[src/rtl/rvvi_frame_decoder.sv]
// rvvi_frame_decoder: receive end of the compressed rvvi trace link.
// Ports: clk/reset_n; Rx* beat stream in (valid/ready/last);
//   Ret* retire record out (valid/ready); Csr* CSR records out
//   (valid/ready/last); LenErr/SeqErr sticky error flags.
// Optional macro RVVI_DECODE_SEQCHK_EN enables frame-count
//   continuity checking; when undefined SeqErr is tied 0.
module rvvi_frame_decoder #(
  parameter int XLEN              = 64,
  parameter int MAX_CSRS          = 5,
  parameter int FRAME_COUNT_WIDTH = 16,
  parameter int BEAT_WIDTH        = 32,
  parameter int RVVI_WIDTH        = 64+4*XLEN+MAX_CSRS*(XLEN+16),
  parameter int NBEATS            =
    (RVVI_WIDTH+BEAT_WIDTH-1)/BEAT_WIDTH
)(
  input  logic                         clk,
  input  logic                         reset_n,
  input  logic [BEAT_WIDTH-1:0]        RxData,
  input  logic                         RxValid,
  input  logic                         RxLast,
  output logic                         RxReady,
  output logic                         RetValid,
  input  logic                         RetReady,
  output logic [XLEN-1:0]              RetPC,
  output logic [31:0]                  RetInstr,
  output logic [63:0]                  RetMcycle,
  output logic [63:0]                  RetMinstret,
  output logic                         RetTrap,
  output logic [1:0]                   RetPriv,
  output logic                         RetGPRWen,
  output logic                         RetFPRWen,
  output logic [4:0]                   RetRegAddr,
  output logic [XLEN-1:0]              RetRegValue,
  output logic [11:0]                  RetCSRCount,
  output logic [FRAME_COUNT_WIDTH-1:0] RetFrameCount,
  output logic                         CsrValid,
  input  logic                         CsrReady,
  output logic [11:0]                  CsrAddr,
  output logic [XLEN-1:0]              CsrValue,
  output logic                         CsrLast,
  output logic                         LenErr,
  output logic                         SeqErr
);

  localparam int FW  = NBEATS*BEAT_WIDTH;
  localparam int BCW = $clog2(NBEATS+1);
  localparam int JW  = (MAX_CSRS > 1) ? $clog2(MAX_CSRS) : 1;
  localparam int R   = 56+3*XLEN;
  localparam int S0  = R+XLEN+8;
  localparam int SW  = XLEN+16;

  localparam logic [BCW-1:0] LASTB  = BCW'(NBEATS-1);
  localparam logic [BCW-1:0] BC_ONE = BCW'(1);
  localparam logic [JW-1:0]  J_ONE  = JW'(1);
  localparam logic [11:0]    MAXC   = 12'(MAX_CSRS);

  typedef enum logic [1:0] {
    HDR, COLLECT, RET, CSR
  } state_t;

  state_t                       r_state;
  logic [FW-1:0]                r_frame;
  logic [BCW-1:0]               r_bcnt;
  logic                         r_drop;
  logic [JW-1:0]                r_j;
  logic [FRAME_COUNT_WIDTH-1:0] r_fcnt;
  logic                         r_rx_ready;
  logic                         r_ret_valid;
  logic                         r_csr_valid;
  logic                         r_csr_last;
  logic                         r_len_err;

  logic                         w_rx_hs;
  logic                         w_ret_hs;
  logic                         w_csr_hs;
  logic [11:0]                  w_cnt;
  logic [11:0]                  w_n;
  logic                         w_last_j;
  logic [FRAME_COUNT_WIDTH-1:0] w_hdr;
  logic                         w_seq_err;
  logic                         w_unused;

  assign w_rx_hs  = RxValid & r_rx_ready;
  assign w_ret_hs = r_ret_valid & RetReady;
  assign w_csr_hs = r_csr_valid & CsrReady;
  assign w_hdr    = RxData[FRAME_COUNT_WIDTH-1:0];
  assign w_cnt    = r_frame[XLEN+168 +: 12];
  assign w_n      = (w_cnt > MAXC) ? MAXC : w_cnt;
  assign w_last_j = (12'(r_j) == (w_n - 12'd1));
  assign w_unused = ^r_frame;

  always_ff @(posedge clk or negedge reset_n) begin
    if (!reset_n) begin
      r_state     <= HDR;
      r_frame     <= '0;
      r_bcnt      <= '0;
      r_drop      <= 1'b0;
      r_j         <= '0;
      r_fcnt      <= '0;
      r_rx_ready  <= 1'b0;
      r_ret_valid <= 1'b0;
      r_csr_valid <= 1'b0;
      r_csr_last  <= 1'b0;
      r_len_err   <= 1'b0;
    end else begin
      unique case (r_state)
        HDR: begin
          r_rx_ready <= 1'b1;
          if (w_rx_hs) begin
            if (RxLast) begin
              r_len_err <= 1'b1;
            end else begin
              r_fcnt  <= w_hdr;
              r_bcnt  <= '0;
              r_drop  <= 1'b0;
              r_state <= COLLECT;
            end
          end
        end
        COLLECT: begin
          if (w_rx_hs) begin
            if (!r_drop) begin
              r_frame[int'(r_bcnt)*BEAT_WIDTH +: BEAT_WIDTH]
                <= RxData;
              r_bcnt <= r_bcnt + BC_ONE;
            end
            if (RxLast) begin
              if (!r_drop && r_bcnt == LASTB) begin
                r_state     <= RET;
                r_rx_ready  <= 1'b0;
                r_ret_valid <= 1'b1;
              end else begin
                r_len_err <= 1'b1;
                r_state   <= HDR;
              end
            end else if (!r_drop && r_bcnt == LASTB) begin
              // overlong frame: swallow beats until RxLast
              r_len_err <= 1'b1;
              r_drop    <= 1'b1;
            end
          end
        end
        RET: begin
          if (w_cnt > MAXC) r_len_err <= 1'b1;
          if (w_ret_hs) begin
            r_ret_valid <= 1'b0;
            r_j         <= '0;
            if (w_n != 12'd0) begin
              r_state     <= CSR;
              r_csr_valid <= 1'b1;
              r_csr_last  <= (w_n == 12'd1);
            end else begin
              r_state    <= HDR;
              r_rx_ready <= 1'b1;
            end
          end
        end
        CSR: begin
          if (w_csr_hs) begin
            if (w_last_j) begin
              r_state     <= HDR;
              r_csr_valid <= 1'b0;
              r_csr_last  <= 1'b0;
              r_rx_ready  <= 1'b1;
            end else begin
              r_j        <= r_j + J_ONE;
              r_csr_last <= ((12'(r_j) + 12'd2) == w_n);
            end
          end
        end
        default: r_state <= HDR;
      endcase
    end
  end

`ifdef RVVI_DECODE_SEQCHK_EN
  localparam logic [FRAME_COUNT_WIDTH-1:0] FC_ONE =
    FRAME_COUNT_WIDTH'(1);

  logic [FRAME_COUNT_WIDTH-1:0] r_exp;
  logic                         r_have_exp;
  logic                         r_seq_err;

  // first header after reset only loads the expectation
  always_ff @(posedge clk or negedge reset_n) begin
    if (!reset_n) begin
      r_exp      <= '0;
      r_have_exp <= 1'b0;
      r_seq_err  <= 1'b0;
    end else if (w_rx_hs && r_state == HDR && !RxLast) begin
      if (r_have_exp && (w_hdr != (r_exp + FC_ONE)))
        r_seq_err <= 1'b1;
      r_exp      <= w_hdr;
      r_have_exp <= 1'b1;
    end
  end

  assign w_seq_err = r_seq_err;
`else
  assign w_seq_err = 1'b0;
`endif

  assign RxReady       = r_rx_ready;
  assign RetValid      = r_ret_valid;
  assign RetPC         = r_frame[XLEN-1:0];
  assign RetInstr      = r_frame[XLEN +: 32];
  assign RetMcycle     = r_frame[XLEN+32 +: 64];
  assign RetMinstret   = r_frame[XLEN+96 +: 64];
  assign RetTrap       = r_frame[XLEN+160];
  assign RetPriv       = r_frame[XLEN+161 +: 2];
  assign RetGPRWen     = r_frame[XLEN+163];
  assign RetFPRWen     = r_frame[XLEN+164];
  assign RetCSRCount   = w_cnt;
  assign RetRegAddr    = r_frame[R +: 5];
  assign RetRegValue   = r_frame[R+8 +: XLEN];
  assign RetFrameCount = r_fcnt;
  assign CsrValid      = r_csr_valid;
  assign CsrLast       = r_csr_last;
  assign CsrAddr       = r_frame[S0+int'(r_j)*SW +: 12];
  assign CsrValue      = r_frame[S0+int'(r_j)*SW+16 +: XLEN];
  assign LenErr        = r_len_err;
  assign SeqErr        = w_seq_err;

endmodule

[config.mk]
export PLATFORM = sky130hd
export DESIGN_NAME = rvvi_frame_decoder
export DESIGN_NICKNAME = d
export VERILOG_FILES = /design/src/rtl/rvvi_frame_decoder.sv
export SDC_FILE = /design/constraint.sdc
export NUM_CORES = 1
export LEC_CHECK = 0
export BUFFER_PORTS_ARGS = -buffer_cell sky130_fd_sc_hd__buf_2
export CELL_PAD_IN_SITES_DETAIL_PLACEMENT = 1
export CELL_PAD_IN_SITES_GLOBAL_PLACEMENT = 2
export CORE_ASPECT_RATIO = 1.5
export CORE_MARGIN = 5
export CORE_UTILIZATION = 38
export DETAILED_ROUTE_END_ITERATION = 16
export PLACE_DENSITY = 0.85
export SYNTH_ARGS = -nofsm -noshare
export SYNTH_HDL_FRONTEND = slang
export SYNTH_SLANG_ARGS = --single-unit
[constraint.sdc]
create_clock -name clk -period 3.5 [get_ports clk]
set_clock_uncertainty 0.05 [all_clocks]
set_input_delay 0.35 -clock clk [delete_from_list [all_inputs] [get_ports clk]]
set_output_delay 0.35 -clock clk [all_outputs]
set_load 0.03 [all_outputs]
==> flow_summary.json <==
{
  "syn-cell-area_um2": 34150,
  "grt_max_degree": 105,
  "p_int_mw": 13.60,
  "p_sw_mw": 3.995,
  "cts_sinks": 734,
  "dr.pass1.iters": 5,
  "crit_chain": "buf_12, buf_12, mux2i_1, o22ai_1, buf_2",
  "timing.fmax_ghz": 0.2925,
  "synthCells": 3135,
  "worst_pin_slew_ps": 1029,
  "p_comb_share_pct": 2.1,
  "ant_nets": 0,
  "synth.avg_cell_area_um2": 10.89,
  "dpl-instance-area_um2": 36160,
  "ir_drop_v": 0.0003095,
  "crit_type": "register to primary output",
  "min_period_ps": 3419,
  "post-route-period-util_pct": 97.68,
  "cp_slowest_cell": "dfrtp_4",
  "cts_resized": 0,
  "yosysTopAreaCell": "dfrtp_1",
  "crit_path_end": "CsrAddr[6]",
  "end_kind": "primary output",
  "yosysTopAreaCellShare_pct": 53.79,
  "synth_edf_count": 0,
  "clock_path_buffers": 3,
  "grt_overflow": 0,
  "clk_latency_ps": 650,
  "cts_htree_levels": 3,
  "status": "finished, final reports clean",
  "ys_seq_area_share_pct": 53.79,
  "switching_share_pct": 22.70,
  "timing.final.max_slew_violations": 0,
  "globalplace.congestion": 0.9392,
  "arrival_ps": 3020,
  "die_h_um": 377.1,
  "cpMostUsedCell": "buf_12",
  "drive_gt1_share_pct": 33.32,
  "fp.dieW_um": 254.8,
  "synth.distinct_cells": 67,
  "required_ps": 3100,
  "vias": 25639,
  "yosys_warnings": 0,
  "fin_hold_ws_ps": 21.49,
  "worstReg2RegStart": "r_bcnt[1]$_DFFE_PN0P_",
  "grt_pass1_wl_um": 203300,
  "rrSetupSlack_ps": 380,
  "slew_headroom_pct": 31.40,
  "drv_cap": 0,
  "port_buffers": 444,
  "cts_buffers": 75,
  "start_util_pct": 38.35,
  "nets": 3329,
  "startpoint_type": "register",
  "grt_pass1_vias": 26945,
  "post_cts.repair.setup_buffers": 0,
  "synthTopCellsByCount": "dfrtp_1 (734), o21ai_0 (635), nand2_1 (391)",
  "clkPwrFrac_pct": 49.7,
  "wirelength_um": 144200,
  "synthTopCellsByArea": "dfrtp_1 (54%), mux2_2 (9.7%), o21ai_0 (9.3%)",
  "r2r_end": "r_frame[449]$_DFFE_PN0P_",
  "gr-usage-all-layers_pct": 29.49,
  "area_delta_synth_final_pct": 13.70,
  "grt_antenna_before_repair": 12,
  "synth_ff_type": "dfrtp_1",
  "clk_pin_slew_worst_paths_ps": 60,
  "setup_viol": 0,
  "r2r_cells": 8,
  "dieArea_um2": 96070,
  "finalInstanceArea_um2": 38820,
  "mappedNetlistNets": 3181,
  "ys_ff_latch": 734,
  "rows": 134,
  "fin_util_pct": 43.61,
  "fin_setup_tns_ps": 0,
  "p_per_area_nw_per_um2": 453.3,
  "io_pins": 446,
  "rsz0062_at_grt": "false",
  "route.detailed.drc": 0,
  "async_flop_share_pct": 100.0,
  "cts_hold_buf": 3,
  "root_buffer": "clkbuf_16",
  "hold_viol": 0,
  "crit_family": "flip-flops",
  "p_seq_share_pct": 48.2,
  "p_leak_nw": 18.75,
  "cts_tree": "done",
  "path_buf_inv": 3,
  "wire_per_inst_um": 32.01,
  "worstSetupStartpoint": "r_j[0]$_DFFE_PN0P_",
  "synth_most_common_cell": "dfrtp_1",
  "viasPerCell": 5.690,
  "slowest_delay_ps": 760,
  "drt_iter0_markers": 1993,
  "hp-class": "input port to register",
  "core_area_um2": 89030,
  "hpwl_um": 104500,
  "cp.depth": 5,
  "worst-path-max-fanout": 23
}
## worst min-delay path by stage
stage | from | cells past startpoint | to
global placement | reset_n | 1 | r_frame[497]$_DFFE_PN0P_
global route | RxData[9] | 3 | r_frame[9]$_DFFE_PN0P_
detailed placement | reset_n | 1 | r_frame[282]$_DFFE_PN0P_
floorplan | reset_n | 0 | CsrLast$_DFFE_PN0P_
finish | RxData[24] | 3 | r_frame[24]$_DFFE_PN0P_
CTS | RxData[24] | 3 | r_frame[24]$_DFFE_PN0P_
## cell families after synthesis
logic type	count (synthesis)	synth area share, %
simple gates	633	8.417
mux	401	15.67
buf+inv	602	10.17
xor+xnor	5	0.1283
other cells	1	0.01098
compound gates	751	11.52
fa+ha+maj	8	0.2932
flops	734	53.79
## power groups by stage
stage | Combinational (mW) | Clock, mW | Sequential, mW
after floorplan | 0.0124 | 0 | 8.64
after global placement | 0.370 | 0 | 8.64
after detailed placement | 0.374 | 0 | 8.64
after CTS | 0.378 | 8.87 | 8.48
after global routing | 0.400 | 9.21 | 8.48
final | 0.370 | 8.75 | 8.48
## cell usage in the layout, fill, tap and decap left out, types with 4 or more instances in the layout
cell	n
inv_6	4
nand2_1	391
nand3_1	27
mux2_1	13
buf_4	116
a21o_1	6
clkbuf_16	76
nor2_2	6
mux4_2	76
a21oi_1	4
inv_1	85
ha_1	8
o31ai_1	18
nand4_1	8
buf_12	25
and2_1	82
nor3_2	4
o21ai_0	635
clkbuf_8	14
dfrtp_1	731
bufinv_16	10
buf_2	443
or2_1	5
nor3_1	11
mux2i_1	17
nor2_1	37
clkinv_2	11
or2_2	6
o21ai_1	46
nor2b_1	23
nor3b_1	5
diode_2	7
o22ai_1	14
clkbuf_1	15
mux2_2	295
## worst reg2reg max path, cell delays in order, from the launching register on
cell and delay, ps:
dfrtp_1 490, inv_1 90, ha_1 190, buf_4 160, nor2b_1 140, a21boi_1 210
o21ai_4 630, or2_2 730, o21ai_0 260
## through the flow
stage          total power [mW]  worst slack, ps  std cells
6_report                  17.60            81.18       4506
5_1_grt                   18.08            81.53       4499
4_1_cts                   17.73            122.7       4499
3_5_place_dp              9.015            428.2       4359
3_3_place_gp              9.011            411.4       4359
2_1_floorplan             8.656            340.6       3135
## state kept, by name, summed over array words and instances (netlist names)
name and count:
r_frame 702, RetFrameCount 16, r_bcnt 5, r_j 3, r_state 2, CsrLast 1, CsrValid 1, LenErr 1
RetValid 1, RxReady 1, r_drop 1
## routing by layer
layer | part of all wire [%] | track usage [%]
met5 | 0.012 | 0
met4 | 9.9 | 23.21
met3 | 7.8 | 6.723
met2 | 46 | 45.69
met1 | 37 | 35.25
## final cells by class
class | instances | area [µm²]
antenna | 7 | 17.52
clock buffer | 105 | 2151
clock inverter | 32 | 466.7
fill | 9788 | 50200
inverter | 85 | 319.1
multi-input combinational | 1799 | 12420
sequential | 734 | 18370
tap | 1156 | 1446
timing repair buffer | 588 | 3633
No activity file was read; power rests on OpenSTA's default activity.
